## src/rtl/axi_arb_pkg.sv

```systemverilog
// ============================================================================
//  Module      : axi_arb_pkg
//  Description : Shared types and constants for the AXI channel arbiters.
//                Holds the AXI response codes, the output-stage state
//                encoding and the requester index width helper.
//  Revision    : 1.0 - initial release
// ============================================================================
`default_nettype none

package axi_arb_pkg;

   // AXI BRESP / RRESP encodings
   localparam logic [1:0] OKAY   = 2'b00;
   localparam logic [1:0] EXOKAY = 2'b01;
   localparam logic [1:0] SLVERR = 2'b10;
   localparam logic [1:0] DECERR = 2'b11;

   // Registered output stage occupancy
   typedef enum logic [0:0] {
      EMPTY = 1'b0,
      FULL  = 1'b1
   } out_state_e;

   // Width needed to index n items, never less than one bit
   function automatic int calc_idx_w(input int n);
      return (n > 1) ? $clog2(n) : 1;
   endfunction

endpackage

`default_nettype wire

```

## src/rtl/axi_grant_fifo.sv

```systemverilog
// ============================================================================
//  Module      : axi_grant_fifo
//  Description : Small FIFO recording the order in which requesters were
//                granted, so the data channel can be steered per burst.
//                Pushes while full and pops while empty are ignored.
//  Revision    : 1.0 - initial release
// ============================================================================
`default_nettype none

module axi_grant_fifo
   import axi_arb_pkg::*;
#(
   parameter  int WIDTH = 2,
   parameter  int DEPTH = 4,
   localparam int CNT_W = $clog2(DEPTH) + 1
) (
   input  logic             clk_i,
   input  logic             rst_ni,
   input  logic             push_i,
   input  logic [WIDTH-1:0] data_i,
   input  logic             pop_i,
   output logic [WIDTH-1:0] head_o,
   output logic [CNT_W-1:0] count_o,
   output logic             full_o
);

   localparam int PTR_W = calc_idx_w(DEPTH);

   logic [WIDTH-1:0] r_mem [DEPTH];
   logic [PTR_W-1:0] r_wr_ptr;
   logic [PTR_W-1:0] r_rd_ptr;
   logic [CNT_W-1:0] r_count;
   logic             w_do_push;
   logic             w_do_pop;

   assign full_o    = (r_count == CNT_W'(DEPTH));
   assign w_do_push = push_i && !full_o;
   assign w_do_pop  = pop_i && (r_count != '0);
   assign head_o    = r_mem[r_rd_ptr];
   assign count_o   = r_count;

   // Storage array and write pointer
   always_ff @(posedge clk_i or negedge rst_ni) begin
      if (!rst_ni) begin
         for (int i = 0; i < DEPTH; i++) begin
            r_mem[i] <= '0;
         end
         r_wr_ptr <= '0;
      end else if (w_do_push) begin
         r_mem[r_wr_ptr] <= data_i;
         r_wr_ptr        <= (r_wr_ptr == PTR_W'(DEPTH - 1)) ? '0 : r_wr_ptr + PTR_W'(1);
      end
   end

   // Read pointer advances on every accepted pop
   always_ff @(posedge clk_i or negedge rst_ni) begin
      if (!rst_ni) begin
         r_rd_ptr <= '0;
      end else if (w_do_pop) begin
         r_rd_ptr <= (r_rd_ptr == PTR_W'(DEPTH - 1)) ? '0 : r_rd_ptr + PTR_W'(1);
      end
   end

   // Occupancy count; push and pop together leave it unchanged
   always_ff @(posedge clk_i or negedge rst_ni) begin
      if (!rst_ni) begin
         r_count <= '0;
      end else begin
         case ({w_do_push, w_do_pop})
            2'b10:   r_count <= r_count + CNT_W'(1);
            2'b01:   r_count <= r_count - CNT_W'(1);
            default: r_count <= r_count;
         endcase
      end
   end

endmodule

`default_nettype wire

```

## src/rtl/axi_aw_arbiter.sv

```systemverilog
// ============================================================================
//  Module      : axi_aw_arbiter
//  Description : Round-robin arbiter sharing one AXI4 AW channel between
//                NUM_SLV requesters. Registered output stage, requester
//                index prepended to AWID, and a grant-order FIFO driving the
//                W-channel select.
//                Optional: define AXI_AW_ARB_QOS_EN for highest-QoS-first
//                arbitration with round-robin tie break.
//  Revision    : 1.0 - initial release
// ============================================================================
`default_nettype none

module axi_aw_arbiter
   import axi_arb_pkg::*;
#(
   parameter  int NUM_SLV         = 4,
   parameter  int ADDRESS_WIDTH   = 32,
   parameter  int ID_WIDTH        = 16,
   parameter  int MAX_OUTSTANDING = 4,
   localparam int IDX_W           = calc_idx_w(NUM_SLV)
) (
   input  logic                          clk_i,
   input  logic                          rst_ni,
   input  logic [NUM_SLV-1:0]            slv_aw_valid_i,
   input  logic [NUM_SLV*ADDRESS_WIDTH-1:0] slv_aw_addr_i,
   input  logic [NUM_SLV*8-1:0]          slv_aw_len_i,
   input  logic [NUM_SLV*ID_WIDTH-1:0]   slv_aw_id_i,
`ifdef AXI_AW_ARB_QOS_EN
   input  logic [NUM_SLV*4-1:0]          slv_aw_qos_i,
   output logic [3:0]                    mst_aw_qos_o,
`endif
   output logic [NUM_SLV-1:0]            slv_aw_ready_o,
   output logic                          mst_aw_valid_o,
   output logic [ADDRESS_WIDTH-1:0]      mst_aw_addr_o,
   output logic [7:0]                    mst_aw_len_o,
   output logic [IDX_W+ID_WIDTH-1:0]     mst_aw_id_o,
   input  logic                          mst_aw_ready_i,
   output logic [IDX_W-1:0]              w_sel_o,
   output logic                          w_sel_valid_o,
   input  logic                          w_last_hs_i
);

   localparam int CNT_W = $clog2(MAX_OUTSTANDING) + 1;

   out_state_e                r_state;
   out_state_e                w_state_d;
   logic [IDX_W-1:0]          r_rr_ptr;
   logic [ADDRESS_WIDTH-1:0]  r_addr;
   logic [7:0]                r_len;
   logic [IDX_W+ID_WIDTH-1:0] r_id;

   logic [ADDRESS_WIDTH-1:0]  w_addr [NUM_SLV];
   logic [7:0]                w_len  [NUM_SLV];
   logic [ID_WIDTH-1:0]       w_id   [NUM_SLV];

   logic                      w_found;
   logic [IDX_W-1:0]          w_win;
   logic [IDX_W:0]            w_sum;
   logic [IDX_W-1:0]          w_idx;
   logic                      w_elig;
   logic                      w_load_en;
   logic                      w_up_hs;
   logic                      w_fifo_full;
   logic [CNT_W-1:0]          w_fifo_count;

`ifdef AXI_AW_ARB_QOS_EN
   logic [3:0]                w_qos [NUM_SLV];
   logic [3:0]                w_max_qos;
   logic [3:0]                r_qos;
`endif

   // Split the flattened request buses into per-requester fields
   for (genvar g = 0; g < NUM_SLV; g++) begin : g_unpack
      assign w_addr[g] = slv_aw_addr_i[g*ADDRESS_WIDTH +: ADDRESS_WIDTH];
      assign w_len[g]  = slv_aw_len_i[g*8 +: 8];
      assign w_id[g]   = slv_aw_id_i[g*ID_WIDTH +: ID_WIDTH];
`ifdef AXI_AW_ARB_QOS_EN
      assign w_qos[g]  = slv_aw_qos_i[g*4 +: 4];
`endif
   end

   // Pick the first eligible requester searching upward from rr_ptr
   always_comb begin
      w_found = 1'b0;
      w_win   = '0;
      w_sum   = '0;
      w_idx   = '0;
      w_elig  = 1'b0;
`ifdef AXI_AW_ARB_QOS_EN
      w_max_qos = '0;
      for (int k = 0; k < NUM_SLV; k++) begin
         if (slv_aw_valid_i[k] && (w_qos[k] > w_max_qos)) begin
            w_max_qos = w_qos[k];
         end
      end
`endif
      for (int k = 0; k < NUM_SLV; k++) begin
         w_sum = {1'b0, r_rr_ptr} + (IDX_W+1)'(k);
         if (w_sum >= (IDX_W+1)'(NUM_SLV)) begin
            w_sum = w_sum - (IDX_W+1)'(NUM_SLV);
         end
         w_idx  = w_sum[IDX_W-1:0];
         w_elig = slv_aw_valid_i[w_idx];
`ifdef AXI_AW_ARB_QOS_EN
         w_elig = w_elig && (w_qos[w_idx] == w_max_qos);
`endif
         if (!w_found && w_elig) begin
            w_found = 1'b1;
            w_win   = w_idx;
         end
      end
   end

   // A new AW may enter when the stage frees up and a grant slot is left
   assign w_load_en = ((r_state == EMPTY) || mst_aw_ready_i) && !w_fifo_full;
   assign w_up_hs   = w_load_en && w_found;

   // Only the winner sees ready
   always_comb begin
      slv_aw_ready_o = '0;
      if (w_found) begin
         slv_aw_ready_o[w_win] = w_load_en;
      end
   end

   // Output stage next state
   always_comb begin
      w_state_d = r_state;
      case (r_state)
         EMPTY:   if (w_up_hs) w_state_d = FULL;
         FULL: begin
            if (w_up_hs)             w_state_d = FULL;
            else if (mst_aw_ready_i) w_state_d = EMPTY;
         end
         default: w_state_d = EMPTY;
      endcase
   end

   // Output stage state register
   always_ff @(posedge clk_i or negedge rst_ni) begin
      if (!rst_ni) r_state <= EMPTY;
      else         r_state <= w_state_d;
   end

   // Capture the winning payload on every upstream handshake
   always_ff @(posedge clk_i or negedge rst_ni) begin
      if (!rst_ni) begin
         r_addr <= '0;
         r_len  <= '0;
         r_id   <= '0;
`ifdef AXI_AW_ARB_QOS_EN
         r_qos  <= '0;
`endif
      end else if (w_up_hs) begin
         r_addr <= w_addr[w_win];
         r_len  <= w_len[w_win];
         r_id   <= {w_win, w_id[w_win]};
`ifdef AXI_AW_ARB_QOS_EN
         r_qos  <= w_qos[w_win];
`endif
      end
   end

   // Round-robin pointer moves just past the last winner
   always_ff @(posedge clk_i or negedge rst_ni) begin
      if (!rst_ni) begin
         r_rr_ptr <= '0;
      end else if (w_up_hs) begin
         r_rr_ptr <= (w_win == IDX_W'(NUM_SLV - 1)) ? '0 : w_win + IDX_W'(1);
      end
   end

   axi_grant_fifo #(
      .WIDTH (IDX_W),
      .DEPTH (MAX_OUTSTANDING)
   ) u_grant_fifo (
      .clk_i   (clk_i),
      .rst_ni  (rst_ni),
      .push_i  (w_up_hs),
      .data_i  (w_win),
      .pop_i   (w_last_hs_i),
      .head_o  (w_sel_o),
      .count_o (w_fifo_count),
      .full_o  (w_fifo_full)
   );

   assign w_sel_valid_o  = (w_fifo_count != '0);
   assign mst_aw_valid_o = (r_state == FULL);
   assign mst_aw_addr_o  = r_addr;
   assign mst_aw_len_o   = r_len;
   assign mst_aw_id_o    = r_id;
`ifdef AXI_AW_ARB_QOS_EN
   assign mst_aw_qos_o   = r_qos;
`endif

endmodule

`default_nettype wire

```

## config.mk

```make
export PLATFORM = sky130hd
export DESIGN_NAME = axi_aw_arbiter
export DESIGN_NICKNAME = d
export VERILOG_FILES = /design/src/rtl/axi_arb_pkg.sv /design/src/rtl/axi_grant_fifo.sv /design/src/rtl/axi_aw_arbiter.sv
export SDC_FILE = /design/constraint.sdc
export NUM_CORES = 1
export LEC_CHECK = 0
export BUFFER_PORTS_ARGS = -buffer_cell sky130_fd_sc_hd__buf_2
export CORE_AREA = 2 2 117 119
export CTS_CLUSTER_SIZE = 14
export DETAILED_ROUTE_END_ITERATION = 12
export DIE_AREA = 0 0 119 121
export PLACE_DENSITY = 0.68
export SLEW_MARGIN = 0
export SYNTH_ARGS = -nofsm -noshare
export SYNTH_HDL_FRONTEND = slang
export SYNTH_HIERARCHICAL = 1
export SYNTH_SLANG_ARGS = --single-unit
```

## constraint.sdc

```tcl
create_clock -name clk_i -period 4.9 [get_ports clk_i]
set_input_delay 0.49 -clock clk_i [delete_from_list [all_inputs] [get_ports clk_i]]
set_output_delay 0.49 -clock clk_i [all_outputs]
set_load 0.01 [all_outputs]
```

# Word level (Yosys, flattened, before mapping)

Cells that the tools add are included.

Add/subtract/negate cells: 12
Muxes and demuxes: 46
Reduce and logical (&&, ||, !) cells: 16
Bitwise logic cells: 5
Equality and inequality tests: 6
Magnitude comparators: 14

Operators by type and width:

| cell                  | count |
|---|---|
| $bmux W32 S2          | 1 |
| $mux W32              | 2 |
| $bmux W16 S2          | 1 |
| $mux W16              | 2 |
| $mux W2               | 14 |
| $ge A3 B3 Y1 const B  | 6 |
| $bmux W8 S2           | 1 |
| $mux W8               | 2 |
| $lt A2 B3 Y1 const B  | 5 |
| $mux W1               | 12 |
| $logic_and A1 B1 Y1   | 9 |
| $not A2 Y3            | 3 |
| $bmux W1 S2           | 4 |
| $bwmux W8             | 1 |
| $eq A2 B2 Y1 const B  | 4 |
| $sub A2 B1 Y2 const B | 4 |
| $add A2 B1 Y2 const B | 3 |
| $add A2 B2 Y3 const B | 2 |
| $pmux W3 S2           | 1 |
| $and A4 B4 Y4         | 1 |
| $bmux W2 S2           | 1 |
| $demux W2 S2          | 1 |
| $logic_not A1 Y1      | 4 |
| $mux W4               | 1 |
| 14 further kinds      | 14 |

Register bits after elaboration: 76
Logic and storage cells: 111
Output and inout port bits: 66
Bits of input ports: 232

# Depth between registers and ports, before layout

Depth after elaboration: 20
Depth in mapped cells: 11
Mapped depth without buffers: 11

# Modules after synthesis

Netlist, hierarchy kept.

Modules (own cells, without submodules):

| module         | area each (µm²) | cells each | seq. area each (µm²) | times used |
|---|---|---|---|---|
| axi_aw_arbiter | 3796.1          | 357        | 1526.5               | 1 |
| axi_grant_fifo | 784.5           | 60         | 375.4                | 1 |

# Least setup slack after synthesis

No wires, ideal clock.

Path type: input to output
Start: input slv_aw_valid_i[0]
End: output slv_aw_ready_o[1]
Required time: 4.410 ns
Path slack: 2.729 ns
Stages: 7
Arrival time: 1.681 ns
Path buffers: 2
Path through: nor2b_1 -> nor3_1 -> a21oi_1 -> or3_1 -> buf_2 -> buf_2 -> nor2_1

Word-level cells in the longest chain between the ends: 18
Elaborated cells between the ends (all ways): 29
Classes of those cells: order compare: 2; mux: 19; bitwise: 1; reduce/logical: 7

RTL lines:

| what                                                                      | line                  | RTL |
|---|---|---|
| start, declared                                                           | axi_aw_arbiter.sv:24  | `input logic [NUM_SLV-1:0] slv_aw_valid_i,` |
| $bmux W1 S2                                                               | axi_aw_arbiter.sv:103 | `w_elig = slv_aw_valid_i[w_idx];` |
| $mux W1 (implied by the code)                                             | axi_aw_arbiter.sv:103 |  |
| $mux W1                                                                   | axi_aw_arbiter.sv:107 | `if (!w_found && w_elig) begin` |
| $logic_not A1 Y1                                                          | axi_aw_arbiter.sv:107 |  |
| $logic_and A1 B1 Y1                                                       | axi_aw_arbiter.sv:107 |  |
| $mux W1                                                                   | axi_aw_arbiter.sv:107 |  |
| $logic_not A1 Y1                                                          | axi_aw_arbiter.sv:107 |  |
| $logic_and A1 B1 Y1                                                       | axi_aw_arbiter.sv:107 |  |
| (+2 left out)                                                             | --                    |  |
| $logic_and A1 B1 Y1                                                       | axi_aw_arbiter.sv:107 |  |
| $mux W2                                                                   | axi_aw_arbiter.sv:107 |  |
| $lt A2 B3 Y1 (implied by the code) / $ge A2 B1 Y1 (equally long branches) | axi_aw_arbiter.sv:122 | `slv_aw_ready_o[w_win] = w_load_en;` |
| $logic_and A1 B1 Y1 (implied by the code)                                 | axi_aw_arbiter.sv:122 |  |
| $mux W1 (implied by the code)                                             | axi_aw_arbiter.sv:122 |  |
| $demux W1 S2                                                              | axi_aw_arbiter.sv:122 |  |
| $and A4 B4 Y4 (no line)                                                   | --                    |  |
| $mux W4 *                                                                 | axi_aw_arbiter.sv:121 | `if (w_found) begin` |
| end, declared                                                             | axi_aw_arbiter.sv:32  | `output logic [NUM_SLV-1:0] slv_aw_ready_o,` |

Every way passes the cells marked *; elsewhere a longest branch is shown, timed or not. The select of a mux whose other input is x is not followed.

# Final worst setup path

Start: register r_rr_ptr[1]
End: output slv_aw_ready_o[0]

Word-level cells in the longest chain between the ends: 20
Elaborated cells between the ends (all ways): 44
Classes of those cells: add/sub: 7; order compare: 6; mux: 23; bitwise: 1; reduce/logical: 7

RTL lines:

| what                                                   | line                  | RTL |
|---|---|---|
| start, declared                                        | axi_aw_arbiter.sv:47  | `logic [IDX_W-1:0] r_rr_ptr;` |
| start signal, assigned                                 | axi_aw_arbiter.sv:169 | `r_rr_ptr <= (w_win == IDX_W'(NUM_SLV - 1)) ? '0 : w_win + IDX_W'(1);` |
| branches (longest 19 deep; another with $add A2 B1 Y3) | --                    |  |
| $mux W4 *                                              | axi_aw_arbiter.sv:121 |  |

Every way passes the cells marked *. The select of a mux whose other input is x is not followed.

==> results by group <==
Die
  – Area of the core: 13100 sq um
  – Die Wd: about 120 microns
  – Die area: between 10000 and 15000 sq um
  – Die Height: approximately 120 microns
  – # IOs: 298
  – Row count: 42
  – Initial Utilization: 35.0%

STA
  – Final worst-path cycle share: just over 60%
  – Fin. max-slew vios: 0
  – Fmax: between 300 and 400 MHz
  – Tightest Pin Transition: 0.962 ns
  – Clock skew: slightly below 0.006 ns
  – Worst slew margin: 35.8%
  – Hold_ws: around 0.31 ns
  – RSZ-0062 raised after global routing: false
  – Final setup fails: 0
  – Setup_tns: 0 ns
  – Fin crit period: ~3 ns
  – Final Hold Viols: 0

Global route
  – Vias in the first global route: ~4600
  – Antenna violations before repair: 0
  – First-pass GRT wire length: around 22 mm
  – Largest net degree at the start of global routing: between 70 and 80
  – GR Util All Layers: 18.5%
  – Total gr overflow: 0

Layout
  – Finished layout cell area: around 6500 sq um
  – Fillers: around 1200
  – Area growth syn-to-layout: 42.4%
  – Inserted Diodes: 0
  – Nets@finish: 938
  – Post-layout util: between 40% and 50%
  – Multi-input logic area: 2500 sq um
  – Storage element area: about 1900 sq um
  – Layout cells sized above 1: 49.8%

Route
  – Routed WL: 13.5 mm
  – Vias per cell: 5.03
  – Total iterations of the first detailed-routing run: 4
  – Vias after detailed routing: 4418
  – Iteration-0 DRC Markers: 129
  – Antenna-violating nets left: 0
  – Wire length per cell: 15.3 microns
  – DRC Markers: 0

Setup path
  – Crit path max fanout: 30
  – Critical path cell sequence: nor3_1, a21oi_1, o21ai_4, buf_4, nor2_1, buf_2
  – Worst path required time: 4.41 ns
  – Setup crit start kind: flop
  – Worst path slowest cell: o21ai_4
  – FF-to-FF path depth: 7
  – CP Class: reg -> out
  – Cell family with most CP delay: compound AO/OA/AOI/OAI gates
  – Arr. time, crit path: 2.56 ns
  – R2r setup slk: 2.23 ns
  – Worst Setup End Kind: output pin
  – Slowest stage delay, CP: about 0.70 ns
  – R2R Path Start: u_grant_fifo/count_o[0]
  – Bufs and invs on worst path: 2
  – Reg2reg end: mst_aw_id_o[10]

CTS
  – H-tree Lvls: 3
  – Clock slew at reported path FFs: 0.06 ns
  – Setup bufs post-CTS: 0
  – CTS tree: yes
  – Cts hold-fix bufs: 0
  – Clock Path Buffers: 2
  – Root buf cell: clkbuf_16
  – Post_cts resized: 0
  – CTS Buf Count: 9
  – Clock sink total: 76
  – Clock latency on the worst-skew pair: between 0.3 and 0.4 ns

Placement
  – Placed Instance Area: 6180 sq um
  – Hpwl dp: 10.4 mm
  – Routability-driven placement congestion ratio: 0.865
  – Buffers on Ports: 297

Power and ir drop
  – PwrDens: 581 nW/um^2
  – Maximum vdd drop: 0.000365 V
  – Total power: 3.79 mW
  – Leak pwr: approximately 3.4 nW

Yosys
  – Synth unique cells: 34
  – FF+latch count, synth: 76
  – Post-synthesis adder-cell area fraction: under 10%
  – Cell taking the most area after synthesis: dfrtp_1
  – Synth async-reset ratio: 100%
  – Register area share after synthesis: 41.5%
  – Post-synth top area share: around two fifths
  – Mapped Nets: 657
  – Mux contribution to synthesized area: 28.4%
  – Post-Syn Instances: 417
  – Syn Std Cell Area: between 4000 and 5000 sq um
  – Most numerous cell in the Yosys netlist: mux2i_1
  – Synth Area in Compound Gates: 13.6%
  – Primary FF master, synth: dfrtp_1
  – Area contributors post-synth: dfrtp_1, mux2i_1, o221ai_1, nand2_1, o221ai_2
  – Syn Area/Cell: 11.0 sq um
  – EDFF count, synth: 0
  – Synth Area in XOR/XNOR: 0.574%
  – Yosys warning total: 6
  – Main combinational cell family by area after synthesis: multiplexers
  – Synth top cells by count: mux2i_1, dfrtp_1, nand2_1
  – Post-Synth Simple-Gate Area: 8.93%

Min path
  – Hold Crit Class: in -> async

Job
  – Max_cap viols: 0

Run status
  – Status: completed
worst max path at each step:
stage	to	depth (start not counted)	startpoint
after global routing	slv_aw_ready_o[0]	7	r_rr_ptr[0]
after CTS	slv_aw_ready_o[0]	6	r_rr_ptr[1]
after global placement	slv_aw_ready_o[0]	8	slv_aw_valid_i[0]
after floorplan	slv_aw_ready_o[1]	7	slv_aw_valid_i[0]
final	slv_aw_ready_o[0]	6	r_rr_ptr[1]
after detailed placement	slv_aw_ready_o[0]	8	slv_aw_valid_i[0]
layer usage:
metal  track usage [%]  wire length, microns  up-vias
met1              20.9                  5130     2073
met3              4.79                   975       31
li1                  -                     -     2112
met4              7.44                   363        0
met2              33.3                  7010      202
met5                 0                     0        -
cell families after synthesis:
kind of cell	count (synthesis)
compound gates	66
xor+xnor	3
fa+ha+maj	8
buf+inv	41
flops	76
mux	126
simple gates	97
where the power goes:
| part | switching [mW] | leakage [nW] | internal (mW) |
|---|---|---|---|
| Clock | 0.249 | 0.161 | 0.495 |
| Combinational | 1.03 | 2.35 | 0.869 |
| Sequential | 0.197 | 0.926 | 0.947 |
per-stage QoR:
stage	instances	setup WS [ns]
after detailed placement	863	1.93
after global placement	863	1.97
after CTS	879	1.82
after floorplan	417	2.73
final	879	1.85
after global routing	879	1.56
flip-flops by register name (all words and copies together) (netlist names):
name                   count
mst_aw_id_o               18
u_grant_fifo/r_wr_ptr      2
u_grant_fifo/r_mem         8
mst_aw_addr_o             32
u_grant_fifo/r_rd_ptr      2
r_rr_ptr                   2
mst_aw_len_o               8
u_grant_fifo/count_o       3
mst_aw_valid_o             1
area by class of cell:
class / count / area share, %
multi-input combinational: 300 / 38.3
inverter: 9 / 0.518
timing repair buffer: 302 / 23.4
clock buffer: 9 / 3.45
clock inverter: 7 / 1.77
sequential: 76 / 29.2
tap: 176 / 3.38
layout by cell type (no fill, tap or decap), types with 2 or more instances in the layout:
cell type,count
buf_2,296
ha_1,7
o221ai_2,10
dfrtp_1,76
nor2_1,15
o221ai_1,46
buf_4,6
clkinvlp_4,2
clkbuf_16,9
bufinv_16,3
inv_1,8
clkinv_2,2
xor2_1,2
mux2_2,11
mux4_2,2
mux2i_1,113
a21oi_1,2
nor3_1,2
nand2_1,68
nand2b_1,2
nor2b_1,3
Power figures use the tool's default switching activity.
